**config.mk**
```make
export PLATFORM = sky130hd
export DESIGN_NAME = peak_detector
export DESIGN_NICKNAME = d
export VERILOG_FILES = /design/src/rtl/peak_detector.sv
export SDC_FILE = /design/constraint.sdc
export NUM_CORES = 1
export LEC_CHECK = 0
export ABC_AREA = 1
export BUFFER_PORTS_ARGS = -buffer_cell sky130_fd_sc_hd__buf_2
export CAP_MARGIN = 20
export CELL_PAD_IN_SITES_DETAIL_PLACEMENT = 1
export CELL_PAD_IN_SITES_GLOBAL_PLACEMENT = 2
export CORE_ASPECT_RATIO = 0.9
export CORE_MARGIN = 1
export CORE_UTILIZATION = 28
export DETAILED_ROUTE_END_ITERATION = 10
export PLACE_DENSITY = 0.73
export SYNTH_ARGS = -nofsm -noshare
export SYNTH_HDL_FRONTEND = slang
export SYNTH_SLANG_ARGS = --single-unit
```
**constraint.sdc**
```tcl
create_clock -name CLK -period 2.15 [get_ports CLK]
set_input_delay 0.215 -clock CLK [delete_from_list [all_inputs] [get_ports CLK]]
set_output_delay 0.215 -clock CLK [all_outputs]
set_load 0.02 [all_outputs]
```
**src/rtl/peak_detector.sv**
```systemverilog
// Peak detector for the solar-tracker calibration sweep.
// Tracks the largest ADC sample seen during a servo sweep and clears the
// max counter each time a new peak is captured. At end of sweep it turns
// the max counter around (MC=1), waits for the return run to finish and
// reports DONE, or flags ERR if the return never completes.
module peak_detector #(
    parameter int W           = 8,
    parameter int HYST        = 2,
    parameter int RET_TIMEOUT = 1023
) (
    input  logic         CLK,
    input  logic         RESET,
    input  logic         START,
    input  logic         ADC_VALID,
    input  logic [W-1:0] ADC_DATA,
    input  logic         SWEEP_END,
    input  logic         CNT_RU,
    output logic         CNT_RST,
    output logic         MC,
    output logic [W-1:0] MAX_VAL,
    output logic         BUSY,
    output logic         DONE,
    output logic         ERR
);

    localparam int CW = $clog2(RET_TIMEOUT + 1);
    localparam logic [CW-1:0] TO_LAST = CW'(RET_TIMEOUT - 1);

    typedef enum logic [2:0] {
        IDLE,
        SWEEP,
        RET_ARM,
        RET_WAIT,
        FIN
    } state_t;

    state_t        state;
    logic          first_sample;
    logic [CW-1:0] ret_cnt;
    logic [W:0]    threshold;
    logic          accept;

    // New-peak decision, evaluated one bit wider so MAX_VAL+HYST cannot wrap.
    always_comb begin
        threshold = {1'b0, MAX_VAL} + (W+1)'(HYST);
        accept    = ADC_VALID && (first_sample || ({1'b0, ADC_DATA} > threshold));
    end

    // Sweep / return controller with all outputs registered.
    always_ff @(posedge CLK) begin
        if (RESET) begin
            state        <= IDLE;
            CNT_RST      <= 1'b0;
            MC           <= 1'b0;
            MAX_VAL      <= '0;
            BUSY         <= 1'b0;
            DONE         <= 1'b0;
            ERR          <= 1'b0;
            first_sample <= 1'b1;
            ret_cnt      <= '0;
        end else begin
            CNT_RST <= 1'b0;
            DONE    <= 1'b0;
            case (state)
                IDLE: begin
                    MC   <= 1'b0;
                    BUSY <= 1'b0;
                    if (START) begin
                        state        <= SWEEP;
                        MAX_VAL      <= '0;
                        first_sample <= 1'b1;
                        ERR          <= 1'b0;
                        CNT_RST      <= 1'b1;
                        BUSY         <= 1'b1;
                    end
                end
                SWEEP: begin
                    if (accept) begin
                        MAX_VAL      <= ADC_DATA;
                        first_sample <= 1'b0;
                        CNT_RST      <= 1'b1;
                    end
                    // A peak landing on the SWEEP_END cycle pulses CNT_RST during
                    // RET_ARM, so MC waits one cycle there to keep the two apart.
                    if (SWEEP_END) begin
                        state <= RET_ARM;
                        MC    <= !accept;
                    end
                end
                RET_ARM: begin
                    MC      <= 1'b1;
                    ret_cnt <= '0;
                    state   <= RET_WAIT;
                end
                RET_WAIT: begin
                    if (!CNT_RU) begin
                        state <= FIN;
                        DONE  <= 1'b1;
                        MC    <= 1'b0;
                    end else if (ret_cnt == TO_LAST) begin
                        state <= FIN;
                        DONE  <= 1'b1;
                        MC    <= 1'b0;
                        ERR   <= 1'b1;
                    end else begin
                        ret_cnt <= ret_cnt + 1'b1;
                    end
                end
                FIN: begin
                    state <= IDLE;
                    BUSY  <= 1'b0;
                end
                default: begin
                    state <= IDLE;
                end
            endcase
        end
    end

endmodule

```
==> flow_summary.yaml <==
finish:
  multi_input_area_um2: 1080
  area_growth_pct: 24.7
  fin_util_pct: 37.0
  final_nets: 308
  drive_above_1_share_pct: 28.4
  seq_area_um2: 552
  fillers: 736
  antennaDiodeCount: 0
  fin_area_um2: 2140
  finalNonFillerCells: 352
die:
  core_um2: 5790
  rows: 26
  die_h_um: 76.3
  io_pins: 27
  die_area_um2: 6460
  die_x_um: 84.6
  start_util_pct: 29.7
cts:
  h-tree-depth: 1
  cts.sinks: 27
  cts.clk_slew.worst_paths_ps: 100
  cts_made_buffers: 3
  cts_tree: "done"
  cts-root-buf: "clkbuf_8"
  clock_path_buffers: 2
  insertion_delay_ps: 270
logic_synthesis:
  synthDistinctLibCells: 32
  syn_nets: 268
  synthAdderAreaFrac_pct: 8.01
  synthFlopType: "dfxtp_1"
  synth_top_area_cell: "dfxtp_1"
  synthTopCellsByArea: "dfxtp_1, inv_1, nand2_1, ha_1, nor2_1"
  synth_top_family_by_area: "simple AND/OR/NAND/NOR gates"
  synth_most_common_cell: "inv_1"
  synthTopCellsByCount: "inv_1, nand2_1, nor2_1"
  synth_compound_area_share_pct: 12.8
  synth.top_cell.area_share_pct: 31.4
  synthSimpleGateAreaFrac_pct: 32.4
  postSynthAreaPerCell_um2: 7.07
  ys_warn_count: 0
  synthXorXnorAreaFrac_pct: 3.06
  yosysSeqAreaShare_pct: 31.4
  netlist_instances: 243
  syn_area_um2: 1720
  synth_edf_count: 0
  async_reset_ff_share_pct: 0
  ys_seq_elements: 27
  synth_mux_area_share_pct: 0
worst_hold_path:
  holdCritPathClass: "in2reg"
  worstHoldStart: "CNT_RU"
grt:
  grt_pass1_wl_um: 7830
  grtUsageTotal_pct: 15.0
  antenna_found_initial: 0
  grt_max_degree: 20
  grt_pass1_vias: 1682
  grt-ovfl-total: 0
run:
  max_cap_viol_count: 0
sta:
  period_needed_ps: 2130
  setup_viol: 0
  drv_slew: 0
  period_share_pct: 98.9
  hold_viol: 0
  worst_pin_slew_ps: 536
  slew_headroom_pct: 64.2
  final.setup.tns_ps: 0
  fmax_mhz: 470
  fin_skew_ps: 1.00
  rsz0062_at_grt: "yes"
worst_setup_path:
  endpoint_kind: "flip-flop"
  worstPathArrival_ps: 2310
  critPathSlowestCell: "dfxtp_4"
  r2r_setup_slack_ps: 20
  max_stage_delay_ps: 380
  start_kind: "flip-flop"
  cp-endpoint: "MAX_VAL[5]"
  cp.depth: 15
  crit_buf_inv: 1
  crit_required_ps: 2330
  worstPathCellList: "ha_4 -> nand2_4 -> nor2_4 -> nand3_2 -> xor2_1 -> ha_1 -> inv_1 -> nor2_1 -> nand2_1 -> nand2_1 -> nand2_2 -> nand2_4 -> nand3_4 -> a21oi_2 -> nor2_1"
  r2r-start: "MAX_VAL[2]"
  critPathKind: "reg2reg"
  crit_family: "simple AND/OR/NAND/NOR gates"
  worstReg2RegEnd: "MAX_VAL[5]"
  r2r_cells: 15
  crit_start: "MAX_VAL[2]"
  crit_fanout: 5
drt:
  via_per_inst: 4.73
  postRouteAntennaNets: 0
  drc_errors: 0
  first_iter_violations: 46
  wl_per_cell_um: 13.2
  routed_wl_um: 4640
  firstDrtPassIters: 6
  vias: 1665
placement:
  port_buffers: 26
  routabilityCongestion: 0.790
  dp_hpwl_um: 3420
  placed_area_um2: 1970
  dpl.cell_count: 342
status:
  status: "finished clean"
power_and_ir_drop:
  p_leak_nw: 1.02
  powerDensity_nw_per_um2: 671
  ir_worst_vdd_v: 0.000205
## report_power, final
part	total, mW	switching [mW]	internal (mW)	leakage [nW]
Clock	0.296	0.166	0.130	0.0255
Sequential	0.598	0.0502	0.548	0.222
Combinational	0.545	0.335	0.210	0.772
## flip-flops by register name (all words and copies together) (netlist names)
signal and cells:
state 3, MC 1, ERR 1, DONE 1, MAX_VAL 8, BUSY 1
first_sample 1, ret_cnt 10, CNT_RST 1
## cells by family (layout without fill, tap and decap cells)
| group | after synthesis | count (layout) |
|---|---|---|
| AND/OR/NAND/NOR | 114 | 117 |
| buffers and inverters | 49 | 85 |
| adder cells (fa/ha/maj) | 11 | 11 |
| XOR/XNOR | 6 | 6 |
| flip-flops | 27 | 27 |
| AO/OA/AOI/OAI | 36 | 36 |
## worst register-to-register path: stages (launching register included)
cell and delay [ps]:
dfxtp_4 380, ha_4 150, nand2_4 50, nor2_4 110, nand3_2 80, xor2_1 150, ha_1 330, inv_1 50
nor2_1 80, nand2_1 60, nand2_1 70, nand2_2 60, nand2_4 140, nand3_4 140, a21oi_2 150, nor2_1 50
## stage by stage
step / hold WS, ps / setup slack, ps / power (mW)
floorplan: 315 / -3.35 / 0.962
global placement: 443 / -50.4 / 1.10
detailed placement: 448 / -117 / 1.11
CTS: 182 / 10.0 / 1.44
global route: 197 / -154 / 1.56
finish: 191 / 23.3 / 1.44
## placed cells by master, fill, tap and decap left out
master / n
o21ai_0: 7
clkinv_1: 1
nand3_4: 4
a21oi_2: 8
and3_1: 1
nand2_1: 34
ha_1: 10
a21o_1: 1
inv_1: 40
dfxtp_1: 24
nor2_4: 2
xor2_1: 5
xnor2_2: 1
buf_2: 26
buf_4: 9
nor2_1: 32
nand2_2: 5
or2_1: 1
a211oi_1: 2
and2_1: 1
nor3_1: 3
a21oi_1: 17
nand3_2: 6
o211ai_1: 1
buf_6: 1
clkbuf_8: 3
nand3_1: 17
inv_2: 4
dfxtp_4: 3
clkinv_2: 1
nand2_4: 2
ha_4: 1
nand4_1: 5
or2_2: 2
nor3_4: 2
## routing by layer
| layer | vias up | GRT usage, % | routed length [um] | part of all wire, % |
|---|---|---|---|---|
| met2 | 17 | 24.1 | 2030 | 44 |
| met5 | - | 0 | 0 | 0 |
| met4 | 0 | 1.53 | 13 | 0.28 |
| li1 | 865 | - | - | - |
| met3 | 2 | 2.71 | 110 | 2.4 |
| met1 | 781 | 21.5 | 2490 | 54 |
## repair_timing
item | in CTS | in global routing
cloned | 3 | 0
buffers inserted | 0 | 3
resized for setup | 5 | 10
pin swaps | 6 | 6
endpoints found under the setup margin | 10 | 11
hold buffers | 0 | 0
## worst min-delay path by stage
stage / end / slack, ps / cells after the start
4_1_cts: state[2] / 180 / 2
5_1_grt: DONE / 200 / 2
6_report: DONE / 190 / 2
3_5_place_dp: first_sample / 450 / 2
3_3_place_gp: first_sample / 440 / 2
2_1_floorplan: DONE / 320 / 1
## final cells by class
cell class                 instances  share of cell area, %
multi-input combinational        170                   50.4
sequential                        27                   25.7
clock buffer                       3                   1.93
inverter                          45                   7.88
timing repair buffer              36                   9.75
tap                               70                   4.09
clock inverter                     1                  0.234
No activity file was read; power rests on OpenSTA's default activity.
